--- config.mk ---
export PLATFORM = sky130hd
export DESIGN_NAME = fsm_behave
export DESIGN_NICKNAME = d
export VERILOG_FILES = /design/src/rtl/fsm_behave_pkg.sv /design/src/rtl/fsm_behave_decode.sv /design/src/rtl/fsm_behave.sv
export SDC_FILE = /design/constraint.sdc
export NUM_CORES = 1
export LEC_CHECK = 0
export ABC_AREA = 1
export CAP_MARGIN = 20
export CORE_MARGIN = 3
export CORE_UTILIZATION = 39
export DETAILED_ROUTE_END_ITERATION = 12
export PLACE_DENSITY = 0.77
export SLEW_MARGIN = 5
export SYNTH_ARGS = -nofsm -noshare
export SYNTH_HDL_FRONTEND = slang
export SYNTH_SLANG_ARGS = --single-unit
--- constraint.sdc ---
create_clock -name clock -period 1.5 [get_ports clock]
set_input_delay 0.15 -clock clock [delete_from_list [all_inputs] [get_ports clock]]
set_output_delay 0.15 -clock clock [all_outputs]
set_load 0.005 [all_outputs]
--- src/rtl/fsm_behave_pkg.sv ---
// Shared types and constants for the fsm_behave instruction sequencer.
// The 24 sequencer states, the instruction class lengths and the decision points.
package fsm_behave_pkg;

  localparam int NUM_STATES = 24;
  localparam int STATE_W    = 5;

  typedef enum logic [STATE_W-1:0] {
    S1  = 5'd0,  S2  = 5'd1,  S3  = 5'd2,  S4  = 5'd3,
    S5  = 5'd4,  S6  = 5'd5,  S7  = 5'd6,  S8  = 5'd7,
    S9  = 5'd8,  S10 = 5'd9,  S11 = 5'd10, S12 = 5'd11,
    S13 = 5'd12, S14 = 5'd13, S15 = 5'd14, S16 = 5'd15,
    S17 = 5'd16, S18 = 5'd17, S19 = 5'd18, S20 = 5'd19,
    S21 = 5'd20, S22 = 5'd21, S23 = 5'd22, S24 = 5'd23
  } state_t;

  typedef enum logic [1:0] {
    CLS_8  = 2'd0,
    CLS_12 = 2'd1,
    CLS_14 = 2'd2,
    CLS_24 = 2'd3
  } cls_t;

  // States where the instruction class is sampled, plus the final state.
  localparam state_t DEC_S8  = S8;
  localparam state_t DEC_S12 = S12;
  localparam state_t DEC_S14 = S14;
  localparam state_t LAST_S  = S24;

  // One-hot decode: bit n-1 set in state Sn; unused codes decode to zero.
  function automatic logic [NUM_STATES-1:0] state_onehot(input state_t s);
    logic [NUM_STATES-1:0] vec;
    vec = '0;
    if (s <= LAST_S) vec[s] = 1'b1;
    return vec;
  endfunction

endpackage

--- src/rtl/fsm_behave_decode.sv ---
// Combinational decode of the four instruction MSBs into a class length.
module fsm_behave_decode
  import fsm_behave_pkg::*;
(
  input  logic [3:0] instruction_bits,
  output cls_t       cls
);

  always_comb begin
    cls = CLS_8;
    casez (instruction_bits)
      4'b00??: cls = CLS_8;   // MOV-8
      4'b01??: cls = CLS_8;   // SETAB / load immediate
      4'b1000: cls = CLS_8;   // ALU
      4'b1001: cls = CLS_12;  // LOAD/STORE
      4'b1010: cls = CLS_12;  // MOV-16 / HALT / RETURN / BRANCH
      4'b1011: cls = CLS_14;  // INC
      4'b11??: cls = CLS_24;  // GOTO class
      default: cls = CLS_8;
    endcase
  end

endmodule

--- src/rtl/fsm_behave.sv ---
// Moore instruction sequencer S1..S24 with a one-hot state output.
// Optional simulation checks are enabled with the macro FSM_BEHAVE_ASSERT_EN.
module fsm_behave
  import fsm_behave_pkg::*;
(
  input  logic                  clock,
  input  logic                  reset,
  input  logic [3:0]            instruction_bits,
  output logic [NUM_STATES-1:0] outputState
);

  state_t state;
  state_t next_state;
  cls_t   cls;

  fsm_behave_decode u_decode (
    .instruction_bits (instruction_bits),
    .cls              (cls)
  );

  // NOTE: sequential state uses non-blocking assignment so every register
  // samples pre-edge values; blocking here would create ordering races.
  always_ff @(posedge clock) begin
    if (reset) state <= S1;
    else       state <= next_state;
  end

  // NOTE: next_state gets a default before the case so no path leaves it
  // unassigned, which would otherwise infer a latch.
  always_comb begin
    next_state = S1;
    case (state)
      DEC_S8:  next_state = (cls == CLS_8)  ? S1 : S9;
      DEC_S12: next_state = (cls == CLS_12) ? S1 : S13;
      DEC_S14: next_state = (cls == CLS_14) ? S1 : S15;
      LAST_S:  next_state = S1;
      // Unused codes 24..31 fall through to S1.
      default: next_state = (state < LAST_S) ? state_t'(state + 5'd1) : S1;
    endcase
  end

  assign outputState = state_onehot(state);

`ifdef FSM_BEHAVE_ASSERT_EN
  always @(posedge clock) begin
    if (!reset) begin
      assert ($onehot(outputState))
        else $error("outputState not one-hot: %h", outputState);
      case (state)
        DEC_S8:  assert (next_state == S1 || next_state == S9)
                   else $error("illegal successor of S8");
        DEC_S12: assert (next_state == S1 || next_state == S13)
                   else $error("illegal successor of S12");
        DEC_S14: assert (next_state == S1 || next_state == S15)
                   else $error("illegal successor of S14");
        LAST_S:  assert (next_state == S1)
                   else $error("illegal successor of S24");
        default: ;
      endcase
    end
  end
`endif

endmodule

# Word-level counts from Yosys, hierarchy flattened
# Index checks and enable logic that the tools add are counted.
dict set report totals {
  out_inout_bits 24
  register_bits 5
  wordCells 32
  inputBits 6
}
dict set report classes {
  n_eq_ne 12
  add_sub_neg 1
  order_cmp 4
  n_mux 9
  reduce_logical 5
}
# op n
set op_table {}
lappend op_table {{$mux W24} 1}
lappend op_table {{$pmux W5 S4} 1}
lappend op_table {{$eq A4 B4 Y1 const B} 4}
lappend op_table {{$mux W4} 3}
lappend op_table {{$eq A5 B4 Y1 const B} 2}
lappend op_table {{$pmux W2 S4} 1}
lappend op_table {{$lt A5 B6 Y1 const B} 1}
lappend op_table {{$add A5 B1 Y5 const B} 1}
lappend op_table {{$demux W1 S5} 1}
lappend op_table {{$eq A5 B3 Y1 const B} 1}
lappend op_table {{$eq A5 B5 Y1 const B} 1}
lappend op_table {{$ge A5 B1 Y1 const B} 1}
lappend op_table {{$le A5 B5 Y1 const B} 1}
lappend op_table {{$lt A5 B5 Y1 const B} 1}
lappend op_table {{$mux W5} 1}
lappend op_table {{$eq A2 B1 Y1 const B} 2}
lappend op_table {{$eq A2 B2 Y1 const B} 2}
lappend op_table {{$logic_not A2 Y1} 2}
lappend op_table {{$reduce_or A3 Y1} 1}
lappend op_table {{$reduce_or A2 Y1} 1}
lappend op_table {{$logic_and A1 B1 Y1} 1}
lappend op_table {{$mux W1} 1}

# Longest topological paths before layout
# Gate-level depths: netlist (run 1).
dict set report logic_depth {
  ltp_word 6
  ltp_mapped 8
  ltp_nobuf 8
}

# Cells and area by module
# Synthesis (run 1) repeated with hierarchy kept, for this count alone.
dict set report unflattened {
  cells_unflattened 108
  hier_area_um2 608.1
}
# mod cells_each instances area_each_um2 seq_area_each_um2
set modules_own_cells {}
lappend modules_own_cells {fsm_behave 96 1 553.0 100.1}
lappend modules_own_cells {fsm_behave_decode 12 1 55.1 0.0}

# Worst setup path after synthesis (run 1)
# No wires, ideal clock.
dict set report synth_path {
  kind {register to output}
  startpoint {register state[0]}
  endpoint {output port outputState[20]}
  setup_slack_ps 206
  arrival_ps 1144
  stages_incl_launch_ff 8
  n_path_buf 0
  required_time_ps 1350
  path_cell_list {dfxtp_1 > ha_1 > nand2_2 > nor2_2 > inv_2 > nand3_1 > nand3_1 > inv_1}
}
dict set report synth_between {
  elab_chain_len 5
  word_cells_on_any_way 7
  cone_classes {order compare (3); mux (3); reduce/logical (1)}
}
# item line_no
set synth_lines {}
lappend synth_lines {{start: declaration} fsm_behave.sv:12} ;# state_t state;
lappend synth_lines {{start signal: assignment} fsm_behave.sv:25} ;# else state <= next_state;
lappend synth_lines {{$lt A5 B6 Y1 (implied by the code) / $ge A5 B1 Y1 (equally long branches)} fsm_behave_pkg.sv:34} ;# if (s <= LAST_S) vec[s] = 1'b1;
lappend synth_lines {{$logic_and A1 B1 Y1 (implied by the code)} fsm_behave_pkg.sv:34}
lappend synth_lines {{$mux W1 (implied by the code)} fsm_behave_pkg.sv:34}
lappend synth_lines {{$demux W1 S5} fsm_behave_pkg.sv:34}
lappend synth_lines {{$mux W24 (*)} fsm_behave_pkg.sv:34}
lappend synth_lines {{end: declaration} fsm_behave.sv:9} ;# output logic [NUM_STATES-1:0] outputState
# Mark *: on every way between the ends. The rest lies on a longest branch, timed or not.

# Worst setup path in the final report (run 1)
dict set report layout_path {
  startpoint {register state[1]}
  endpoint {output port outputState[21]}
}
# The elaborated chain is that of the path after synthesis.

==> impl_metrics.yaml, run 1 <==
floorplanning:
  core-area_um2: 1380
  die_y_um: 45.5
  start_util_pct: 44.1
  fp.dieW_um: 45.5
  pin_count: 30
  fp.dieArea_um2: 2070
  rows: 13
cells_and_area:
  top_regs: "state (5)"
  largest-register: "state"
  stdcell_count: 171
  largest_reg_flops: 5
  nFillCells: 84
  antennaDiodeCount: 0
  syn_to_final_growth_pct: 93.4
  final_nets: 167
  drive_gt1_share_pct: 52.6
drt:
  drtPass1Iterations: 4
  antenna_left: 0
  num_vias: 833
  wl_um: 2180
  drc_errors: 0
  drtIter0Drc: 10
  via_per_inst: 4.87
  avgRoutedWirePerCell_um: 12.8
synthesis:
  async_flop_share_pct: 0
  synthAdderAreaFrac_pct: 8.21
  synth_commonest_cells: "nor2_1, inv_1, nand2_1"
  synth_simple_gate_area_share_pct: 54.6
  synth_flop_cell: "dfxtp_1"
  synthesis.nets: 111
  synthXorXnorAreaFrac_pct: 1.44
  synth.most_common_cell: "nor2_1"
  yosys_register_bits: 5
  synthDistinctLibCells: 21
  synth_area_leader_cell: "dfxtp_1"
  synth_edf_count: 0
  synth_top_family_by_area: "simple AND/OR/NAND/NOR gates"
  yosysTopAreaCellShare_pct: 16.4
  netlist_area_um2: 609
  synthCells: 101
  yosys_warnings: 0
  synth-compound-area-share_pct: 2.05
  avgSynthCellArea_um2: 6.03
  yosysSeqAreaShare_pct: 16.4
  muxShareOfSynthArea_pct: 0
  synth.area.top_cells: "dfxtp_1, nor2_1, nand3_1"
sta:
  rsz0062_at_grt: "yes"
  final.setup_skew_ps: 3.76
  relSlewSlack_pct: 83.0
  final_hold_viol_count: 0
  min_period_ps: 1470
  worst_slew_pin_slew_ps: 254
  period_share_pct: 98.3
  setup_viol: 0
  fmax_ghz: 0.678
  drv_slew: 0
global_route:
  antenna_found_initial: 0
  grtUsageTotal_pct: 22.1
  grt_overflow_total: 0
  grt_pass1_vias: 766
  grt_max_degree: 8
  grt_pass1_wl_um: 3220
worst_setup_path:
  end_kind: "output pin"
  worstPathMaxFanout: 3
  cp_slowest_cell: "dfxtp_4"
  cp_common_cell: "inv_2"
  critPathTopFamily: "flip-flops"
  worstSetupPathType: "reg2out"
  path_cells: "ha_4, nand2_4, nor2_4, inv_2, nand3_4, nand3_2, inv_2, buf_2"
  worstSetupStartpointType: "flop"
  cp_data_arrival_time_ps: 1320
  slowest_delay_ps: 360
  worstPathRequired_ps: 1350
  crit_buf_inv: 3
pwr:
  ir_drop_v: 0.000516
  powerDensity_nw_per_um2: 429
  power_mw: 0.506
  p_leak_nw: 0.610
hold_path:
  hold_class: "in2reg"
clock_tree:
  cts-root-buf: "clkbuf_4"
  clk_pin_slew_ps: 40
  clkLatencyLatePin_ps: 250
  cts.sinks: 5
  clockBufferDepth: 2
  cts-htree-levels: 1
  cts_tree: "yes"
  ctsHoldBuffers: 0
  numCtsBuffers: 3
place:
  dp_hpwl_um: 1610
  port_buffers: 29
  place_inst: 165
  place.gp.congestion: 0.904
flow_run:
  maxCapViolCount: 0
run_status:
  status: "completed"
==> final timing paths <==
check	depth (start not counted)	slack, ps	startpoint	end
worst min register to register	2	570	state[0]$_SDFF_PP0_	state[0]$_SDFF_PP0_
worst max register to register	9	120	state[1]$_SDFF_PP0_	state[1]$_SDFF_PP0_
worst max-delay path	8	30	state[1]$_SDFF_PP0_	outputState[21]
worst min-delay path	4	550	reset	state[3]$_SDFF_PP0_
==> cells by family (layout without fill, tap and decap cells) <==
logic type,Yosys count,after routing
fa+ha+maj,4,4
compound gates,2,2
simple gates,67,67
xor+xnor,1,1
buf+inv,22,77
flops,5,5
==> timing repair <==
item                                    4_1_cts  5_1_grt
endpoints found under the hold margin         0        0
buffers inserted                              1        1
resized for setup                            60       50
pin swaps                                     5        6
endpoints found under the setup margin       24       22
==> where the power goes <==
group	switching, mW	leakage [nW]	internal, mW	total (mW)
Combinational	0.103	0.551	0.0960	0.199
Sequential	0.0105	0.0436	0.140	0.150
Clock	0.0562	0.0150	0.101	0.157
Total	0.169	0.610	0.336	0.506
==> stage by stage <==
step / utilization (%) / worst slack, ps / hold WS, ps / TNS (ps) / instance area (um2)
after floorplan: - / 206 / 329 / 0 / 609
after global placement: 76.6 / -101 / 543 / -972 / 1060
after detailed placement: 76.6 / -178 / 564 / -1760 / 1060
after CTS: 82.3 / -43.8 / 544 / -415 / 1140
after global routing: 85.2 / -35.0 / 559 / -100 / 1180
final: 85.2 / 25.1 / 554 / 0 / 1180
==> worst min-delay path, delay by kind of cell <==
| family | cells | cell delay [ps] |
|---|---|---|
| and+or+nand+nor | 2 | 90 |
| buffers and inverters | 2 | 520 |
==> placed cells by master (no fill, tap or decap) <==
| cell type | n |
|---|---|
| buf_6 | 3 |
| nor2_4 | 1 |
| nand3_4 | 1 |
| o21a_1 | 1 |
| nor3_1 | 1 |
| dfxtp_4 | 4 |
| ha_4 | 4 |
| clkdlybuf4s15_1 | 7 |
| clkbuf_2 | 9 |
| inv_1 | 8 |
| clkbuf_1 | 1 |
| nand2_4 | 1 |
| xor2_1 | 1 |
| dfxtp_1 | 1 |
| nand3b_1 | 1 |
| inv_4 | 5 |
| nand4_4 | 1 |
| inv_2 | 6 |
| clkdlybuf4s50_1 | 5 |
| nor2_2 | 7 |
| o21ai_0 | 1 |
| nand3_1 | 8 |
| nand4_1 | 2 |
| inv_6 | 1 |
| nand3_2 | 7 |
| buf_4 | 21 |
| clkbuf_4 | 3 |
| nor2_1 | 18 |
| dlygate4sd2_1 | 3 |
| nor3_4 | 1 |
| buf_2 | 5 |
| nand2_2 | 2 |
| nand2_1 | 16 |
==> layout make-up <==
| cell class | count | area [um2] | share of cell area, % |
|---|---|---|---|
| Tap cell | 15 | 18.8 | 1.59 |
| Inverter | 20 | 92.6 | 7.86 |
| Multi-Input combinational cell | 74 | 518 | 43.9 |
| Sequential cell | 5 | 115 | 9.77 |
| Clock buffer | 4 | 26.3 | 2.23 |
| Timing Repair Buffer | 53 | 408 | 34.6 |
==> per-layer routing <==
layer	wire length [um]	track usage [%]	up-vias
met4	72	14.6	0
met2	1130	40.9	34
met5	0	0	-
li1	-	-	429
met3	153	3.95	8
met1	828	21.7	362
(Power assumes the default switching activity.)
==> run 2, diff against run 1 <==
==> constraint.sdc (replaced) <==
create_clock -name clock -period 1.5 [get_ports clock]
set_input_delay 0.3 -clock clock [delete_from_list [all_inputs] [get_ports clock]]
set_output_delay 0.3 -clock clock [all_outputs]
set_load 0.005 [all_outputs]
==> run 2 against run 1 <==
The run now fails in global routing (5_1_grt); synthesized cell count is the same; area after synthesis is the same.
==> impl_metrics.yaml, run 2 <==
clock_tree:
  numCtsBuffers: 3
  clockBufferDepth: 2
  cts.sinks: 5
  cts-htree-levels: 1
  cts-root-buf: "clkbuf_4"
floorplanning:
  rows: 13
  fp.dieW_um: 45.5
  start_util_pct: 44.1
  die_y_um: 45.5
  pin_count: 30
sta:
  worstEndpointGrtRepair: "outputState[22]"
  worst-ep-kind: "output port"
synthesis:
  async_flop_share_pct: 0
  synthDistinctLibCells: 21
  synth.area.top_cells: "dfxtp_1, nor2_1, nand3_1"
  yosys_register_bits: 5
  synth.most_common_cell: "nor2_1"
  avgSynthCellArea_um2: 6.03
  synth_commonest_cells: "nor2_1, inv_1, nand2_1"
  yosysTopAreaCellShare_pct: 16.4
  yosysSeqAreaShare_pct: 16.4
  netlist_area_um2: 609
  synthCells: 101
  synth_area_leader_cell: "dfxtp_1"
  synth_flop_cell: "dfxtp_1"
  synthesis.nets: 111
  synth_edf_count: 0
  yosys_warnings: 0
place:
  dp_hpwl_um: 1660
  place.gp.congestion: 0.889
  port_buffers: 29
  dpl_worst_slack_ps: -321
run_status:
  status: "did not finish"
  stop_error: "[ERROR DPL-0038] Utilization greater than 100%, impossible to legalize"
  haltStage: "global routing (5_1_grt)"
global_route:
  grt_max_degree: 8
-- run 2: what timing repair did --
item                       in CTS
hold buffers                    0
resized for setup             147
setup endpoints to repair      24
pin swaps                      21
cloned                          0
buffers inserted               11
-- run 2: through the flow --
step	setup TNS [ps]	std cells	area (um2)	hold WS, ps
2_1_floorplan	0	101	609	479
4_1_cts	-824	181	1260	656
3_5_place_dp	-5350	166	1070	561
3_3_place_gp	-4430	166	1070	541
-- run 2: kinds of logic after synthesis --
group	after synthesis	synth area share, %
AOI/OAI and AO/OA	2	2.05
buffers and inverters	22	17.2
xor gates and xnor gates	1	1.44
DFF	5	16.4
adders and majority gates	4	8.21
and+or+nand+nor	67	54.6
==> run 3, diff against run 2 <==
--- a/config.mk
+++ b/config.mk
@@ -7,10 +7,10 @@
 export LEC_CHECK = 0
 export ABC_AREA = 1
 export CAP_MARGIN = 20
-export CORE_MARGIN = 3
-export CORE_UTILIZATION = 39
+export CORE_AREA = 3 3 64 66
 export DETAILED_ROUTE_END_ITERATION = 12
-export PLACE_DENSITY = 0.77
+export DIE_AREA = 0 0 67 69
+export PLACE_DENSITY_LB_ADDON = 0.15
 export SLEW_MARGIN = 5
 export SYNTH_ARGS = -nofsm -noshare
 export SYNTH_HDL_FRONTEND = slang
==> run 3 against run 2 <==
The flow now finishes, with violations (negative setup slack).
==> impl_metrics.yaml, run 3 (same netlist as run 1, synthesis figures left out) <==
pwr:
  powerDensity_nw_per_um2: 459
  p_leak_nw: 0.715
  ir_drop_v: 0.000297
  power_mw: 0.660
sta:
  setup_viol: 13
  fmax_ghz: 0.634
  final_hold_viol_count: 0
  fin_ws_ps: -77.7
  worst_slew_pin_slew_ps: 230
  relSlewSlack_pct: 84.6
  drv_slew: 0
  period_share_pct: 105
  rsz0062_at_grt: "yes"
  final.setup_skew_ps: 1.39
  min_period_ps: 1580
  fin_setup_tns_ps: -355
clock_tree:
  clkLatencyLatePin_ps: 220
  clk_pin_slew_ps: 30
  cts-htree-levels: 1
  numCtsBuffers: 3
  clockBufferDepth: 2
  cts-root-buf: "clkbuf_8"
  cts_tree: "yes"
  cts.sinks: 5
global_route:
  grt_pass1_wl_um: 3440
  grt_overflow_total: 0
  grt_max_degree: 9
  grtUsageTotal_pct: 9.27
  grt_pass1_vias: 779
  antenna_found_initial: 0
worst_setup_path:
  end_kind: "output pin"
  cp_data_arrival_time_ps: 1280
  worstPathRequired_ps: 1200
  reg2reg_to: "state[3]$_SDFF_PP0_"
  worstSetupStartpointType: "flop"
  r2r_cells: 11
  worstPathMaxFanout: 4
  cp-endpoint: "outputState[22]"
  r2r_setup_slack_ps: 0
  r2r-start: "state[0]$_SDFF_PP0_"
  worstSetupPathType: "reg2out"
  cp-startpoint: "state[0]$_SDFF_PP0_"
cells_and_area:
  final_nets: 179
  antennaDiodeCount: 0
  largest_reg_flops: 5
  drive_gt1_share_pct: 70.2
  register_area_um2: 116
  stdcell_area_um2: 1440
  final_common_cell: "buf_4"
  top_regs: "state (5)"
  nFillCells: 401
  multi_input_area_um2: 608
  post-route-util_pct: 39.6
  largest-register: "state"
  final_cell_mix: "buf_4, buf_2, nand2_1"
  syn_to_final_growth_pct: 136
floorplanning:
  start_util_pct: 16.8
  fp.dieArea_um2: 4620
  pin_count: 30
  fp.dieW_um: 67
  die_y_um: 69
  core-area_um2: 3630
  rows: 22
place:
  placed_area_um2: 1130
  place.gp.congestion: 0.851
  dp_hpwl_um: 1700
  port_buffers: 29
drt:
  avgRoutedWirePerCell_um: 10.9
  drc_errors: 0
  drtPass1Iterations: 4
  wl_um: 2360
  drtIter0Drc: 14
  antenna_left: 0
  via_per_inst: 3.93
  num_vias: 848
run_status:
  violations: "negative setup slack"
  status: "finished, violations left"
hold_path:
  hold_class: "reg2reg"
  hold_depth: 1
flow_run:
  maxCapViolCount: 0
run 3: power breakdown:
part | switching (mW) | internal (mW)
Combinational | 0.125 | 0.132
Sequential | 0.0125 | 0.140
Clock | 0.0680 | 0.183
run 3: metrics by stage:
stage | instances | hold WS (ps) | setup slack (ps)
floorplan | 101 | 479 | 55.7
global placement | 200 | 473 | -327
detailed placement | 200 | 483 | -380
CTS | 209 | 456 | -86.2
global route | 216 | 464 | -147
finish | 216 | 456 | -77.7
run 3: worst max-delay path: stages (launching register included):
cell,delay [ps]
dfxtp_4,360
ha_4,160
nand2_4,60
nor2_4,100
inv_2,70
nand3_4,80
nand3_2,70
inv_1,60
buf_2,110
run 3: layer usage:
layer,part of all wire (%),wire length (um),global-route usage (%)
met3,5.8,138,1.79
met1,40,951,10.6
met4,0.72,17,2.70
met5,0,0,0
met2,53,1250,16.8
run 3: how the worst min path moves through the flow:
stage	startpoint	to	slack, ps
after floorplan	reset	state[3]$_SDFF_PP0_	480
after global placement	state[0]$_SDFF_PP0_	state[0]$_SDFF_PP0_	470
after detailed placement	state[0]$_SDFF_PP0_	state[0]$_SDFF_PP0_	480
after CTS	state[0]$_SDFF_PP0_	state[0]$_SDFF_PP0_	460
after global routing	state[0]$_SDFF_PP0_	state[0]$_SDFF_PP0_	460
final	state[0]$_SDFF_PP0_	state[0]$_SDFF_PP0_	460
run 3: cell type report:
type	count	share of cell area [%]
repair buffers	65	34.3
well taps	48	4.18
clock buffers	4	3.13
flip-flops and latches	5	8.09
multi-input cells	74	42.3
inverters	20	8.01
run 3: repair_timing:
item                                    CTS  global route
endpoints found under the setup margin   24            22
resized for setup                       139            42
pin swaps                                15            24
hold buffers                              0             0
setup buffers                             5             7
